### src/rtl/perceptron_trainable_if.sv
// Handshake, result and weight-access signals of the trainable perceptron.
// master drives features/strobes; slave is the perceptron core.
interface perceptron_trainable_if #(
  parameter int unsigned N_INPUTS = 4,
  parameter int unsigned IN_W     = 8,
  parameter int unsigned W_W      = 8
);
  localparam int unsigned ACC_W = IN_W + W_W + $clog2(N_INPUTS) + 1;
  localparam int unsigned IDX_W = $clog2(N_INPUTS + 1);

  logic                     in_valid;
  logic                     in_ready;
  logic [N_INPUTS*IN_W-1:0] in_data;
  logic                     train_en;
  logic                     target;
  logic                     out_valid;
  logic                     out_ready;
  logic                     out_class;
  logic [ACC_W-1:0]         out_acc;
  logic                     out_upd;
  logic                     w_wr_en;
  logic [IDX_W-1:0]         w_wr_idx;
  logic [W_W-1:0]           w_wr_data;
  logic [IDX_W-1:0]         w_rd_idx;
  logic [W_W-1:0]           w_rd_data;

  modport master (
    output in_valid, in_data, train_en, target, out_ready,
           w_wr_en, w_wr_idx, w_wr_data, w_rd_idx,
    input  in_ready, out_valid, out_class, out_acc, out_upd, w_rd_data
  );

  modport slave (
    input  in_valid, in_data, train_en, target, out_ready,
           w_wr_en, w_wr_idx, w_wr_data, w_rd_idx,
    output in_ready, out_valid, out_class, out_acc, out_upd, w_rd_data
  );
endinterface

### src/rtl/perceptron_trainable.sv
// Trainable perceptron: sequential MAC of dot(w,x)+bias, classification, and
// optional perceptron-rule update with saturating weights.
module perceptron_trainable #(
  parameter int unsigned N_INPUTS  = 4,
  parameter int unsigned IN_W      = 8,
  parameter int unsigned W_W       = 8,
  parameter int unsigned LR_SHIFT  = 0,
  parameter int unsigned BIAS_STEP = 1
) (
  input logic                   clk,
  input logic                   rst,
  perceptron_trainable_if.slave bus
);
  localparam int unsigned ACC_W  = IN_W + W_W + $clog2(N_INPUTS) + 1;
  localparam int unsigned IDX_W  = $clog2(N_INPUTS + 1);
  localparam int unsigned PROD_W = IN_W + W_W;
  localparam int unsigned SUM_W  = ((W_W > IN_W) ? W_W : IN_W) + 2;

  localparam logic signed [SUM_W-1:0] W_MAX = SUM_W'((2 ** (W_W - 1)) - 1);
  localparam logic signed [SUM_W-1:0] W_MIN = ~W_MAX;
  localparam logic signed [SUM_W-1:0] BSTEP = SUM_W'(BIAS_STEP);

  typedef enum logic [2:0] {S_IDLE, S_MAC, S_DECIDE, S_UPDATE, S_OUT} state_t;

  function automatic logic signed [W_W-1:0] saturate(input logic signed [SUM_W-1:0] v);
    if (v > W_MAX)      return W_W'(W_MAX);
    else if (v < W_MIN) return W_W'(W_MIN);
    else                return W_W'(v);
  endfunction

  state_t                  state_q, state_d;
  logic signed [W_W-1:0]   w_q [N_INPUTS];
  logic signed [W_W-1:0]   w_d [N_INPUTS];
  logic signed [IN_W-1:0]  x_q [N_INPUTS];
  logic signed [IN_W-1:0]  x_d [N_INPUTS];
  logic signed [W_W-1:0]   bias_q, bias_d;
  logic signed [ACC_W-1:0] acc_q, acc_d;
  logic [IDX_W-1:0]        cnt_q, cnt_d;
  logic                    train_q, train_d, target_q, target_d;
  logic                    cls_q, cls_d, err_q, err_d;
  logic                    in_ready_q, in_ready_d;
  logic                    out_valid_q, out_valid_d;
  logic                    out_class_q, out_class_d;
  logic                    out_upd_q, out_upd_d;
  logic signed [ACC_W-1:0] out_acc_q, out_acc_d;

  logic signed [W_W-1:0]   sel_w;
  logic signed [IN_W-1:0]  sel_x;
  logic signed [PROD_W-1:0] prod;
  logic signed [SUM_W-1:0] upd_step, upd_sum, bias_sum;
  logic signed [W_W-1:0]   rd_data;
  logic                    cls_now;

  // Operand select for the current MAC/UPDATE index, plus the arithmetic on it.
  always_comb begin
    sel_w = '0;
    sel_x = '0;
    for (int i = 0; i < int'(N_INPUTS); i++) begin
      if (cnt_q == IDX_W'(i)) begin
        sel_w = w_q[i];
        sel_x = x_q[i];
      end
    end
    prod     = sel_w * sel_x;
    upd_step = SUM_W'(sel_x >>> LR_SHIFT);
    upd_sum  = target_q ? (SUM_W'(sel_w) + upd_step) : (SUM_W'(sel_w) - upd_step);
    bias_sum = target_q ? (SUM_W'(bias_q) + BSTEP) : (SUM_W'(bias_q) - BSTEP);
    cls_now  = ~acc_q[ACC_W-1];
  end

  // Next-state and datapath next values.
  always_comb begin
    state_d     = state_q;
    w_d         = w_q;
    x_d         = x_q;
    bias_d      = bias_q;
    acc_d       = acc_q;
    cnt_d       = cnt_q;
    train_d     = train_q;
    target_d    = target_q;
    cls_d       = cls_q;
    err_d       = err_q;
    in_ready_d  = in_ready_q;
    out_valid_d = out_valid_q;
    out_class_d = out_class_q;
    out_upd_d   = out_upd_q;
    out_acc_d   = out_acc_q;

    case (state_q)
      S_IDLE: begin
        // Preload lands before an acceptance in the same cycle.
        if (bus.w_wr_en) begin
          for (int i = 0; i < int'(N_INPUTS); i++) begin
            if (bus.w_wr_idx == IDX_W'(i)) w_d[i] = bus.w_wr_data;
          end
          if (bus.w_wr_idx == IDX_W'(N_INPUTS)) bias_d = bus.w_wr_data;
        end
        if (bus.in_valid) begin
          for (int i = 0; i < int'(N_INPUTS); i++) begin
            x_d[i] = bus.in_data[i*IN_W +: IN_W];
          end
          train_d    = bus.train_en;
          target_d   = bus.target;
          acc_d      = ACC_W'(bias_d);
          cnt_d      = '0;
          in_ready_d = 1'b0;
          state_d    = S_MAC;
        end
      end
      S_MAC: begin
        acc_d = acc_q + ACC_W'(prod);
        cnt_d = cnt_q + IDX_W'(1);
        if (cnt_q == IDX_W'(N_INPUTS - 1)) state_d = S_DECIDE;
      end
      S_DECIDE: begin
        cls_d   = cls_now;
        err_d   = train_q & (cls_now != target_q);
        cnt_d   = '0;
        state_d = (train_q & (cls_now != target_q)) ? S_UPDATE : S_OUT;
      end
      S_UPDATE: begin
        cnt_d = cnt_q + IDX_W'(1);
        if (cnt_q == IDX_W'(N_INPUTS)) begin
          bias_d  = saturate(bias_sum);
          state_d = S_OUT;
        end else begin
          for (int i = 0; i < int'(N_INPUTS); i++) begin
            if (cnt_q == IDX_W'(i)) w_d[i] = saturate(upd_sum);
          end
        end
      end
      S_OUT: begin
        // First OUT cycle captures the result; the handshake then returns to IDLE.
        if (!out_valid_q) begin
          out_valid_d = 1'b1;
          out_class_d = cls_q;
          out_acc_d   = acc_q;
          out_upd_d   = err_q;
        end else if (bus.out_ready) begin
          out_valid_d = 1'b0;
          in_ready_d  = 1'b1;
          state_d     = S_IDLE;
        end
      end
      default: state_d = S_IDLE;
    endcase
  end

  always_ff @(posedge clk or posedge rst) begin
    if (rst) begin
      state_q     <= S_IDLE;
      for (int i = 0; i < int'(N_INPUTS); i++) begin
        w_q[i] <= '0;
        x_q[i] <= '0;
      end
      bias_q      <= '0;
      acc_q       <= '0;
      cnt_q       <= '0;
      train_q     <= 1'b0;
      target_q    <= 1'b0;
      cls_q       <= 1'b0;
      err_q       <= 1'b0;
      in_ready_q  <= 1'b1;
      out_valid_q <= 1'b0;
      out_class_q <= 1'b0;
      out_upd_q   <= 1'b0;
      out_acc_q   <= '0;
    end else begin
      state_q     <= state_d;
      w_q         <= w_d;
      x_q         <= x_d;
      bias_q      <= bias_d;
      acc_q       <= acc_d;
      cnt_q       <= cnt_d;
      train_q     <= train_d;
      target_q    <= target_d;
      cls_q       <= cls_d;
      err_q       <= err_d;
      in_ready_q  <= in_ready_d;
      out_valid_q <= out_valid_d;
      out_class_q <= out_class_d;
      out_upd_q   <= out_upd_d;
      out_acc_q   <= out_acc_d;
    end
  end

  // Combinational weight/bias readback; out-of-range index reads zero.
  always_comb begin
    rd_data = '0;
    for (int i = 0; i < int'(N_INPUTS); i++) begin
      if (bus.w_rd_idx == IDX_W'(i)) rd_data = w_q[i];
    end
    if (bus.w_rd_idx == IDX_W'(N_INPUTS)) rd_data = bias_q;
  end

  assign bus.w_rd_data = rd_data;
  assign bus.in_ready  = in_ready_q;
  assign bus.out_valid = out_valid_q;
  assign bus.out_class = out_class_q;
  assign bus.out_acc   = out_acc_q;
  assign bus.out_upd   = out_upd_q;
endmodule

### src/flat_wrapper.sv
// flat-port wrapper written by rule: the top's interface ports become plain ports
module perceptron_trainable_flat 
#(
  parameter int unsigned N_INPUTS  = 4,
  parameter int unsigned IN_W      = 8,
  parameter int unsigned W_W       = 8,
  parameter int unsigned LR_SHIFT  = 0,
  parameter int unsigned BIAS_STEP = 1
)
  (clk, rst, bus_in_valid, bus_in_data, bus_train_en, bus_target, bus_out_ready, bus_w_wr_en, bus_w_wr_idx, bus_w_wr_data, bus_w_rd_idx, bus_in_ready, bus_out_valid, bus_out_class, bus_out_acc, bus_out_upd, bus_w_rd_data);
  perceptron_trainable_if #(.N_INPUTS(N_INPUTS), .IN_W(IN_W), .W_W(W_W)) bus_i ();
  input logic clk;
  input logic rst;
  input wire logic [$bits(bus_i.in_valid)-1:0] bus_in_valid;
  input wire logic [$bits(bus_i.in_data)-1:0] bus_in_data;
  input wire logic [$bits(bus_i.train_en)-1:0] bus_train_en;
  input wire logic [$bits(bus_i.target)-1:0] bus_target;
  input wire logic [$bits(bus_i.out_ready)-1:0] bus_out_ready;
  input wire logic [$bits(bus_i.w_wr_en)-1:0] bus_w_wr_en;
  input wire logic [$bits(bus_i.w_wr_idx)-1:0] bus_w_wr_idx;
  input wire logic [$bits(bus_i.w_wr_data)-1:0] bus_w_wr_data;
  input wire logic [$bits(bus_i.w_rd_idx)-1:0] bus_w_rd_idx;
  output wire logic [$bits(bus_i.in_ready)-1:0] bus_in_ready;
  output wire logic [$bits(bus_i.out_valid)-1:0] bus_out_valid;
  output wire logic [$bits(bus_i.out_class)-1:0] bus_out_class;
  output wire logic [$bits(bus_i.out_acc)-1:0] bus_out_acc;
  output wire logic [$bits(bus_i.out_upd)-1:0] bus_out_upd;
  output wire logic [$bits(bus_i.w_rd_data)-1:0] bus_w_rd_data;
  assign bus_i.in_valid = bus_in_valid;
  assign bus_i.in_data = bus_in_data;
  assign bus_i.train_en = bus_train_en;
  assign bus_i.target = bus_target;
  assign bus_i.out_ready = bus_out_ready;
  assign bus_i.w_wr_en = bus_w_wr_en;
  assign bus_i.w_wr_idx = bus_w_wr_idx;
  assign bus_i.w_wr_data = bus_w_wr_data;
  assign bus_i.w_rd_idx = bus_w_rd_idx;
  assign bus_in_ready = bus_i.in_ready;
  assign bus_out_valid = bus_i.out_valid;
  assign bus_out_class = bus_i.out_class;
  assign bus_out_acc = bus_i.out_acc;
  assign bus_out_upd = bus_i.out_upd;
  assign bus_w_rd_data = bus_i.w_rd_data;
  perceptron_trainable #(.N_INPUTS(N_INPUTS), .IN_W(IN_W), .W_W(W_W), .LR_SHIFT(LR_SHIFT), .BIAS_STEP(BIAS_STEP)) u_core (.clk(clk), .rst(rst), .bus(bus_i));
endmodule
### config.mk
export PLATFORM = sky130hd
export DESIGN_NAME = perceptron_trainable_flat
export DESIGN_NICKNAME = d
export VERILOG_FILES = /design/src/rtl/perceptron_trainable_if.sv /design/src/rtl/perceptron_trainable.sv /design/src/flat_wrapper.sv
export SDC_FILE = /design/constraint.sdc
export NUM_CORES = 1
export LEC_CHECK = 0
export BUFFER_PORTS_ARGS = -buffer_cell sky130_fd_sc_hd__buf_2
export CAP_MARGIN = 30
export CORE_UTILIZATION = 45
export CTS_BUF_LIST = sky130_fd_sc_hd__clkbuf_8 sky130_fd_sc_hd__clkbuf_16
export DETAILED_ROUTE_END_ITERATION = 16
export PLACE_DENSITY = 0.73
export SLEW_MARGIN = 30
export SYNTH_ARGS = -nofsm -noshare
export SYNTH_HDL_FRONTEND = slang
export SYNTH_SLANG_ARGS = --single-unit
### constraint.sdc
create_clock -name clk -period 7.8 [get_ports clk]
set_input_delay 1.56 -clock clk [delete_from_list [all_inputs] [get_ports clk]]
set_output_delay 1.56 -clock clk [all_outputs]
set_load 0.03 [all_outputs]
== Yosys cells after proc, flatten, opt, wreduce, memory -nomap -nowiden ==
Index checks and enable logic that the tools add are counted.

* Bitwise logic cells: 3
* Multiplexer cells: 51
* Equality and inequality tests: 32
* Order comparisons: 4
* Multiply operators: 1
* Reduce and logical (&&, ||, !) cells: 20
* Add/subtract/negate cells: 6

{| class="wikitable"
|+ Operator list
! cell !! count
|-
| $mux 8 || 28
|-
| $mux 32 || 2
|-
| $pmux 32 s2 || 1
|-
| $pmux 19 s2 || 1
|-
| $reduce_and 5->1 || 5
|-
| $eq 3x2->1 const B || 8
|-
| $ne 2x1->1 const B || 11
|-
| $mux 3 || 7
|-
| $gt 10x8->1 const B || 2
|-
| $lt 10x8->1 const B || 2
|-
| $mux 10 || 2
|-
| $add 19x16->19 || 1
|-
| $mux 19 || 1
|-
| $mul 8x8->16 || 1
|-
| $pmux 8 s2 || 1
|-
| $pmux 3 s5 || 1
|-
| $eq 3x1->1 const B || 4
|-
| $eq 3x3->1 const B || 4
|-
| $logic_not 3->1 || 4
|-
| $reduce_and 2->1 || 5
|-
| $add 8x2->9 const B || 1
|-
| $add 8x8->9 || 1
|-
| $pmux 3 s3 || 1
|-
| $sub 8x2->9 const B || 1
|-
| other kinds (12) || 22
|}

* Input bits: 53
* Flip-flop bits (word level): 124
* Word-level logic and storage cells: 138

== Depth between registers and ports, before layout ==
Gate-level depths: netlist of the first run.

* Word-level depth: 13
* Mapped depth: 30
* Depth with buffers taken out: 28

== Least setup slack after synthesis of the first run ==
OpenSTA, ideal clock, no wires.

* Path type: register -> register
* From: register u_core.cnt_q[0]
* To: register u_core.acc_q[18]
* Required time: 7.654 ns
* Cell stages (with the launch flop): 24
* Path buffers: 2
* Slack: 0.729 ns
* Arrival: 6.925 ns
* Path through: dfrtp_1 ha_1 ha_1 nor2_2 clkbuf_1 a22o_1 clkbuf_1 inv_1 nor2_1 inv_1 fa_1 inv_1 fa_1 fa_1 fa_1 fa_1 ha_1 o31ai_1 a211oi_1 nor2_1 a21oi_1 a31o_2 xnor2_1 o211ai_1

* Cells in the longest elaborated chain, start to end: 8
* Elaborated cells on any way between the ends: 15

{| class="wikitable"
|+ Ends and longest elaborated chain
! element !! line !! text
|-
| start: declaration || perceptron_trainable.sv:38 || <nowiki>logic [IDX_W-1:0] cnt_q, cnt_d;</nowiki>
|-
| start signal: assignment || perceptron_trainable.sv:174 || <nowiki>cnt_q <= cnt_d;</nowiki>
|-
| $logic_not 3->1 || perceptron_trainable.sv:59 || <nowiki>if (cnt_q == IDX_W'(i)) begin</nowiki>
|-
| $mux 8 (4 in a row) || perceptron_trainable.sv:59 ||
|-
| $mul 8x8->16 (*) || perceptron_trainable.sv:64 || <nowiki>prod = sel_w * sel_x;</nowiki>
|-
| $add 19x16->19 (*) || perceptron_trainable.sv:111 || <nowiki>acc_d = acc_q + ACC_W'(prod);</nowiki>
|-
| $pmux 19 s2 (*) || perceptron_trainable.sv:89 || <nowiki>case (state_q)</nowiki>
|-
| end signal: assignment || perceptron_trainable.sv:157 || <nowiki>acc_q <= '0;</nowiki>
|-
| end signal: assignment || perceptron_trainable.sv:173 || <nowiki>acc_q <= acc_d;</nowiki>
|-
| end: declaration || perceptron_trainable.sv:37 || <nowiki>logic signed [ACC_W-1:0] acc_q, acc_d;</nowiki>
|}

Mark *: on every way between the ends. The rest lies on a longest branch, timed or not.
A chain may end at the register's enable or synchronous reset.

== Worst setup path after layout of the first run ==
* From: register u_core.cnt_q[1]
* To: register u_core.acc_q[18]

The elaborated chain is that of the path after synthesis.

==> run_results.csv, run 1 <==
group,metric,value,unit
worst_setup_path,cp_slowest_cell,"ha_1",
worst_setup_path,endpoint,"u_core.acc_q[18]",
final_layout,fin_util,0.519,
floorplanning,rows,55,
routing,vias,8356,
floorplanning,dieArea,23800,um^2
clock_network,cts-resized-gates,0,
sta,slew_headroom,0.349,
worst_setup_path,worstReg2RegEnd,"u_core.acc_q[18]",
final_layout,nFillCells,2028,
sta,finalSetupViolCount,0,
final_layout,layout-drive-gt1-share,0.194,
routing,via_per_inst,5.77,
worst_setup_path,path_max_fanout,26,
synth,syn_area,10400,um^2
worst_setup_path,crit_arrival,7.35,ns
worst_setup_path,rrSetupSlack,0.72,ns
floorplanning,start_util,0.460,
clock_network,cts_tree,"yes",
sta,min_period,7.08,ns
floorplanning,core_area,22600,um^2
synth,ys_seq_area_frac,0.298,
worst_setup_path,worstRegToRegCells,22,
synth,yosysUniqueCellTypes,67,
worst_setup_path,cp_cell_sequence,"inv_1 > ha_1 > nor2_1 > a21oi_1 > o21ai_0 > a22oi_1 > inv_1 > nand2b_1 > fa_1 > fa_1 > inv_1 > fa_1 > fa_1 > fa_1 > ha_1 > o31ai_1 > a211oi_1 > nor2_1 > a21oi_1 > a31o_2 > xnor2_1 > o211ai_1",
clock_network,clock_latency,0.42,ns
clock_network,cts.root.buffer_cell,"clkbuf_16",
clock_network,cts.clk_slew.worst_paths,0.06,ns
place,io_buffers,83,
routing,wl,27700,um
sta,setup_tns,0,ns
min_path,min_path_type,"register to register",
sta,hold_viol_final,0,
sta,holdWs,0.502,ns
global_routing,grt.total_usage,0.248,
floorplanning,fp.dieW,154,um
final_layout,area_delta_synth_final,12.8,%
clock_network,cts_sinks,124,
synth,synth_edf_count,0,
global_routing,grt_max_degree,69,
worst_setup_path,cp_common_cell,"fa_1",
clock_network,htreeDepth,4,
synth,syn_area_per_cell,9.66,um^2
sta,grt_setup_unrepaired,"false",
global_routing,first_global_vias,8477,
routing,drc,0,
routing,drtIter0Drc,703,
worst_setup_path,critPathRequiredTime,8.07,ns
synth,async_flop_share,1.00,
worst_setup_path,crit_type,"register to register",
sta,clock.fmax,141,MHz
global_routing,grt.overflow.total,0,
clock_network,cts_inserted_buffers,17,
routing,wl_per_cell,19.1,um
clock_network,cts-hold-fix-buffers,0,
run_status,status,"finished, final reports clean",
worst_setup_path,reg2reg_from,"u_core.cnt_q[1]",
worst_setup_path,crit_path_end_kind,"register",
place,hpwlAfterDp,21400,um
clock_network,cts_buffer_depth,2,
sta,finClkSkew,0.00895,ns
synth,yosysWarnings,0,
sta,maxSlewViolCount,0,
synth,ys.flop_type,"dfrtp_1",
global_routing,antenna_found_initial,2,
place,place.gp.congestion,0.953,
final_layout,stdcell_count,1449,
sta,tightestPinTransition,0.975,ns
synth,synth.ff_latch_count,124,
synth,synthCells,1078,
place,dp_cells,1418,
synth,syn-num-nets,1282,
worst_setup_path,startpoint_type,"register",
global_routing,grt_pass1_wl,45400,um
floorplanning,die_h,154,um
clock_network,cts_setup_buffers,0,
final_layout,antennaDiodeCount,0,
final_layout,finalNetCount,1356,
routing,ant_nets,0,
routing,first_pass_iters,6,
sta,fin_crit_sh,0.908,
floorplanning,ioPinCount,84,
job,maxCapViolations,0,
worst_setup_path,critPathLaunch,"u_core.cnt_q[1]",
worst_setup_path,cp_slowest_stage_delay,0.75,ns
## layer usage
layer  share of wire  global-route usage  vias to the layer above  wire, um
met4           0.026              0.0857                        2       722
met3           0.083              0.0629                       63      2290
li1                -                   -                     3813         -
met5         0.00047                   0                        -        13
met1            0.42               0.324                     4166     11600
met2            0.47               0.402                      312     13100
## cells by family (layout without fill, tap and decap cells)
group           count (synthesis)  in the layout  share of synthesized area
buf+inv                       174            260                     0.0646
fa+ha+maj                     154            154                      0.246
simple gates                  290            290                      0.127
flops                         124            124                      0.298
mux                            78             78                     0.0917
xor+xnor                       42             42                     0.0360
compound gates                216            216                      0.136
## flip-flops by register name, summed over array words and instances, names as in the netlist
signal and count:
u_core.w_q 32, u_core.x_q 32, u_core.acc_q 19, u_core.bus.out_acc 19
u_core.bias_q 8, u_core.cnt_q 3, u_core.state_q 3, u_core.bus.in_ready 1
u_core.bus.out_class 1, u_core.bus.out_upd 1, u_core.bus.out_valid 1, u_core.cls_q 1
u_core.err_q 1, u_core.target_q 1, u_core.train_q 1
## cell type report
class	count	area [um^2]	share of cell area
Clock buffer	17	425	0.0362
Clock inverter	14	171	0.0146
Timing Repair Buffer	101	551	0.0468
Sequential cell	124	3100	0.264
Inverter	128	485	0.0413
Multi-Input combinational cell	780	6660	0.567
Tap cell	285	357	0.0303
## critical path, delay by kind of cell (launching register included)
family                   cells  cell delay (ns)
adder cells (fa/ha/maj)      7             3.58
AO/OA/AOI/OAI                8             1.88
buffers and inverters        3             0.44
AND/OR/NAND/NOR              3             0.42
flip-flops                   1             0.41
XOR/XNOR                     1             0.18
## cell usage after synthesis, types with 5 or more instances
library cell / instances / area (um^2)
nand2_1: 90 / 338
a221oi_1: 8 / 70.1
mux2i_1: 11 / 110
a22oi_1: 6 / 45.0
xor2_1: 14 / 123
nand3_1: 28 / 140
a31oi_1: 24 / 150
a21oi_1: 53 / 265
o211ai_1: 13 / 97.6
xnor2_1: 27 / 236
mux2_2: 59 / 664
inv_1: 128 / 480
nor3_1: 13 / 65.1
nor2b_1: 9 / 56.3
nor2_1: 100 / 375
ha_1: 65 / 813
a22o_1: 5 / 43.8
fa_1: 86 / 1720
mux4_2: 8 / 180
o21ai_0: 55 / 275
a221o_1: 5 / 50.1
dfrtp_1: 123 / 3080
clkbuf_1: 29 / 109
buf_1: 8 / 30.0
buf_2: 7 / 35.0
nand2b_1: 22 / 138
## worst min-delay path by stage
stage | from | endpoint | slack [ns] | cells past startpoint
finish | u_core.bus.out_acc[11] | u_core.bus.out_acc[11] | 0.50 | 1
global route | u_core.x_q[12] | u_core.x_q[12] | 0.51 | 1
CTS | u_core.x_q[12] | u_core.x_q[12] | 0.50 | 1
detailed placement | u_core.x_q[12] | u_core.x_q[12] | 0.49 | 1
global placement | u_core.x_q[12] | u_core.x_q[12] | 0.49 | 1
floorplan | u_core.cls_q | u_core.cls_q | 0.47 | 2
## cell usage in the layout (no fill, tap or decap), types with 22 or more instances in the layout
| master | Yosys | final |
|---|---|---|
| buf_2 | 7 | 83 |
| fa_1 | 86 | 86 |
| ha_1 | 65 | 65 |
| nand2_1 | 90 | 89 |
| a31oi_1 | 24 | 24 |
| nand3_1 | 28 | 28 |
| dfrtp_1 | 123 | 123 |
| a21oi_1 | 53 | 53 |
| xnor2_1 | 27 | 27 |
| o21ai_0 | 55 | 55 |
| nor2_1 | 100 | 99 |
| nand2b_1 | 22 | 22 |
| inv_1 | 128 | 127 |
| mux2_2 | 59 | 59 |
## metrics by stage
step	worst slack, ns	area [um^2]
floorplan	0.729	10400
global placement	1.10	11100
detailed placement	0.823	11100
CTS	0.784	11700
global route	0.250	11800
finish	0.719	11800
Power of run 1 is not shown: default switching activity piles up to over one toggle a cycle in this logic, so the estimate is an artifact.
==> inputs of run 2 (changes only) <==
- SKIP_LAST_GASP: unset -> 1
- clock period: 7.8 -> 7.18 ns (I/O delays scaled with it)
==> run 2 against run 1 <==
  * Count of clock-buffer cells in the layout up 1
  * Global-route usage up 0.53 points
  * Critical path depth up 2
  * Worst setup slack worse by 0.30 ns
  * Final area up 0.51%
  * Cell count up 0.48%
  * Utilization up 0.27 points
  * Critical endpoint is now u_core.acc_q[17]
  * Highest routed layer is now met4
==> run_results.csv, run 2 (same netlist as run 1, synthesis figures left out) <==
group,metric,value,unit
final_layout,final_common_cell,"inv_1",
sta,min_period,6.76,ns
worst_setup_path,cp_slowest_stage_delay,0.59,ns
worst_setup_path,cp_common_cell,"fa_1",
clock_network,cts.clk_slew.worst_paths,0.06,ns
worst_setup_path,rrSetupSlack,0.42,ns
min_path,hp-start,"u_core.x_q[13]",
routing,met3WireLength,2090,um
worst_setup_path,worstReg2RegEnd,"u_core.acc_q[17]",
final_layout,layout-drive-gt1-share,0.199,
worst_setup_path,cp_slowest_cell,"fa_1",
sta,maxSlewViolCount,0,
place,place.gp.congestion,0.990,
floorplanning,start_util,0.460,
sta,holdWs,0.496,ns
floorplanning,core_area,22600,um^2
floorplanning,ioPinCount,84,
final_layout,area_delta_synth_final,13.4,%
clock_network,cts_inserted_buffers,17,
min_path,min_to,"u_core.x_q[13]",
worst_setup_path,worstRegToRegCells,24,
floorplanning,fp.dieW,154,um
worst_setup_path,cp_cell_sequence,"inv_1 > ha_1 > buf_4 > nand2_1 > nor2_1 > a21oi_1 > o21ai_0 > a22oi_1 > inv_1 > nand2b_1 > fa_1 > fa_1 > inv_1 > fa_1 > fa_1 > fa_1 > ha_1 > inv_1 > o21ai_0 > nand3_1 > a31oi_1 > a31oi_1 > xor2_1 > o211ai_1",
routing,via_per_inst,5.74,
clock_network,clock_latency,0.43,ns
sta,setup_tns,0,ns
clock_network,cts.root.buffer_cell,"clkbuf_16",
routing,vias,8351,
sta,fin_crit_sh,0.941,
global_routing,first_global_vias,8619,
worst_setup_path,path_max_fanout,12,
routing,ant_nets,0,
clock_network,htreeDepth,4,
global_routing,grt_pass1_wl,46400,um
run_status,status,"finished, final reports clean",
clock_network,cts_buffer_depth,2,
routing,wl,28000,um
routing,wl_per_cell,19.2,um
job,maxCapViolations,0,
worst_setup_path,crit_type,"register to register",
floorplanning,die_h,154,um
clock_network,cts-resized-gates,0,
clock_network,cts-hold-fix-buffers,0,
final_layout,antennaDiodeCount,0,
global_routing,antenna_found_initial,1,
final_layout,layout_common_cells,"inv_1 (128), dfrtp_1 (123), nor2_1 (99)",
sta,slew_headroom,0.382,
place,io_buffers,83,
sta,hold_viol_final,0,
floorplanning,rows,55,
worst_setup_path,critPathRequiredTime,7.45,ns
floorplanning,dieArea,23800,um^2
final_layout,reg_top3,"u_core.w_q (32), u_core.x_q (32)",
worst_setup_path,crit_path_end_kind,"register",
sta,tightestPinTransition,0.926,ns
routing,wl_met1,12100,um
worst_setup_path,startpoint_type,"register",
clock_network,cts_tree,"yes",
min_path,hold_depth,1,
global_routing,grt.total_usage,0.254,
sta,grt_setup_unrepaired,"false",
sta,clock.fmax,148,MHz
clock_network,cts_sinks,124,
min_path,min_path_type,"register to register",
global_routing,grt_max_degree,77,
worst_setup_path,crit_arrival,7.02,ns
routing,first_pass_iters,7,
routing,routed.top_layer,"met4",
global_routing,grt.overflow.total,0,
final_layout,finish.instance_area,11800,um^2
place,hpwlAfterDp,21400,um
place,placed_cell_area,11200,um^2
sta,finClkSkew,0.00927,ns
routing,wl_met2,13300,um
clock_network,cts_setup_buffers,0,
worst_setup_path,reg2reg_from,"u_core.cnt_q[0]",
routing,drtIter0Drc,661,
sta,finalSetupViolCount,0,
routing,drc,0,
final_layout,fin_util,0.522,
final_layout,finalNetCount,1362,
[run 2: cell type report]
| cell class | count | area [um^2] |
|---|---|---|
| Clock buffer | 18 | 439 |
| Clock inverter | 14 | 169 |
| Fill cell | 2050 | 10800 |
| Inverter | 128 | 483 |
| Multi-Input combinational cell | 780 | 6660 |
| Sequential cell | 124 | 3100 |
| Tap cell | 285 | 357 |
| Timing Repair Buffer | 107 | 599 |
[run 2: worst max path at each step]
stage | startpoint | endpoint | slack [ns] | depth (start not counted)
2_1_floorplan | u_core.cnt_q[0] | u_core.acc_q[18] | 0.11 | 23
3_3_place_gp | u_core.cnt_q[0] | u_core.acc_q[18] | 0.48 | 20
3_5_place_dp | u_core.cnt_q[0] | u_core.acc_q[18] | 0.38 | 20
6_report | u_core.cnt_q[0] | u_core.acc_q[17] | 0.42 | 24
5_1_grt | u_core.cnt_q[0] | u_core.acc_q[18] | 0.03 | 24
4_1_cts | u_core.cnt_q[0] | u_core.acc_q[18] | 0.34 | 20
[run 2: per-stage QoR]
| step | cells | setup WS, ns |
|---|---|---|
| finish | 1456 | 0.423 |
| global route | 1456 | 0.0282 |
| CTS | 1456 | 0.338 |
| detailed placement | 1424 | 0.382 |
| global placement | 1424 | 0.479 |
| floorplan | 1078 | 0.109 |
[run 2: per-layer routing]
| metal | global-route usage | vias up |
|---|---|---|
| met3 | 0.0510 | 54 |
| met5 | 0 | - |
| met2 | 0.411 | 308 |
| met1 | 0.342 | 4153 |
| li1 | - | 3836 |
| met4 | 0.0790 | 0 |
[run 2: critical path: cells and delay by family, from the launching register on]
kind	cells	cell delay [ns]
and+or+nand+nor	4	0.45
adders and majority gates	7	3.14
DFF	1	0.41
AOI/OAI and AO/OA	7	1.61
xor gates and xnor gates	1	0.23
buffers and inverters	5	0.76
Power of run 2 is left out for the same reason.
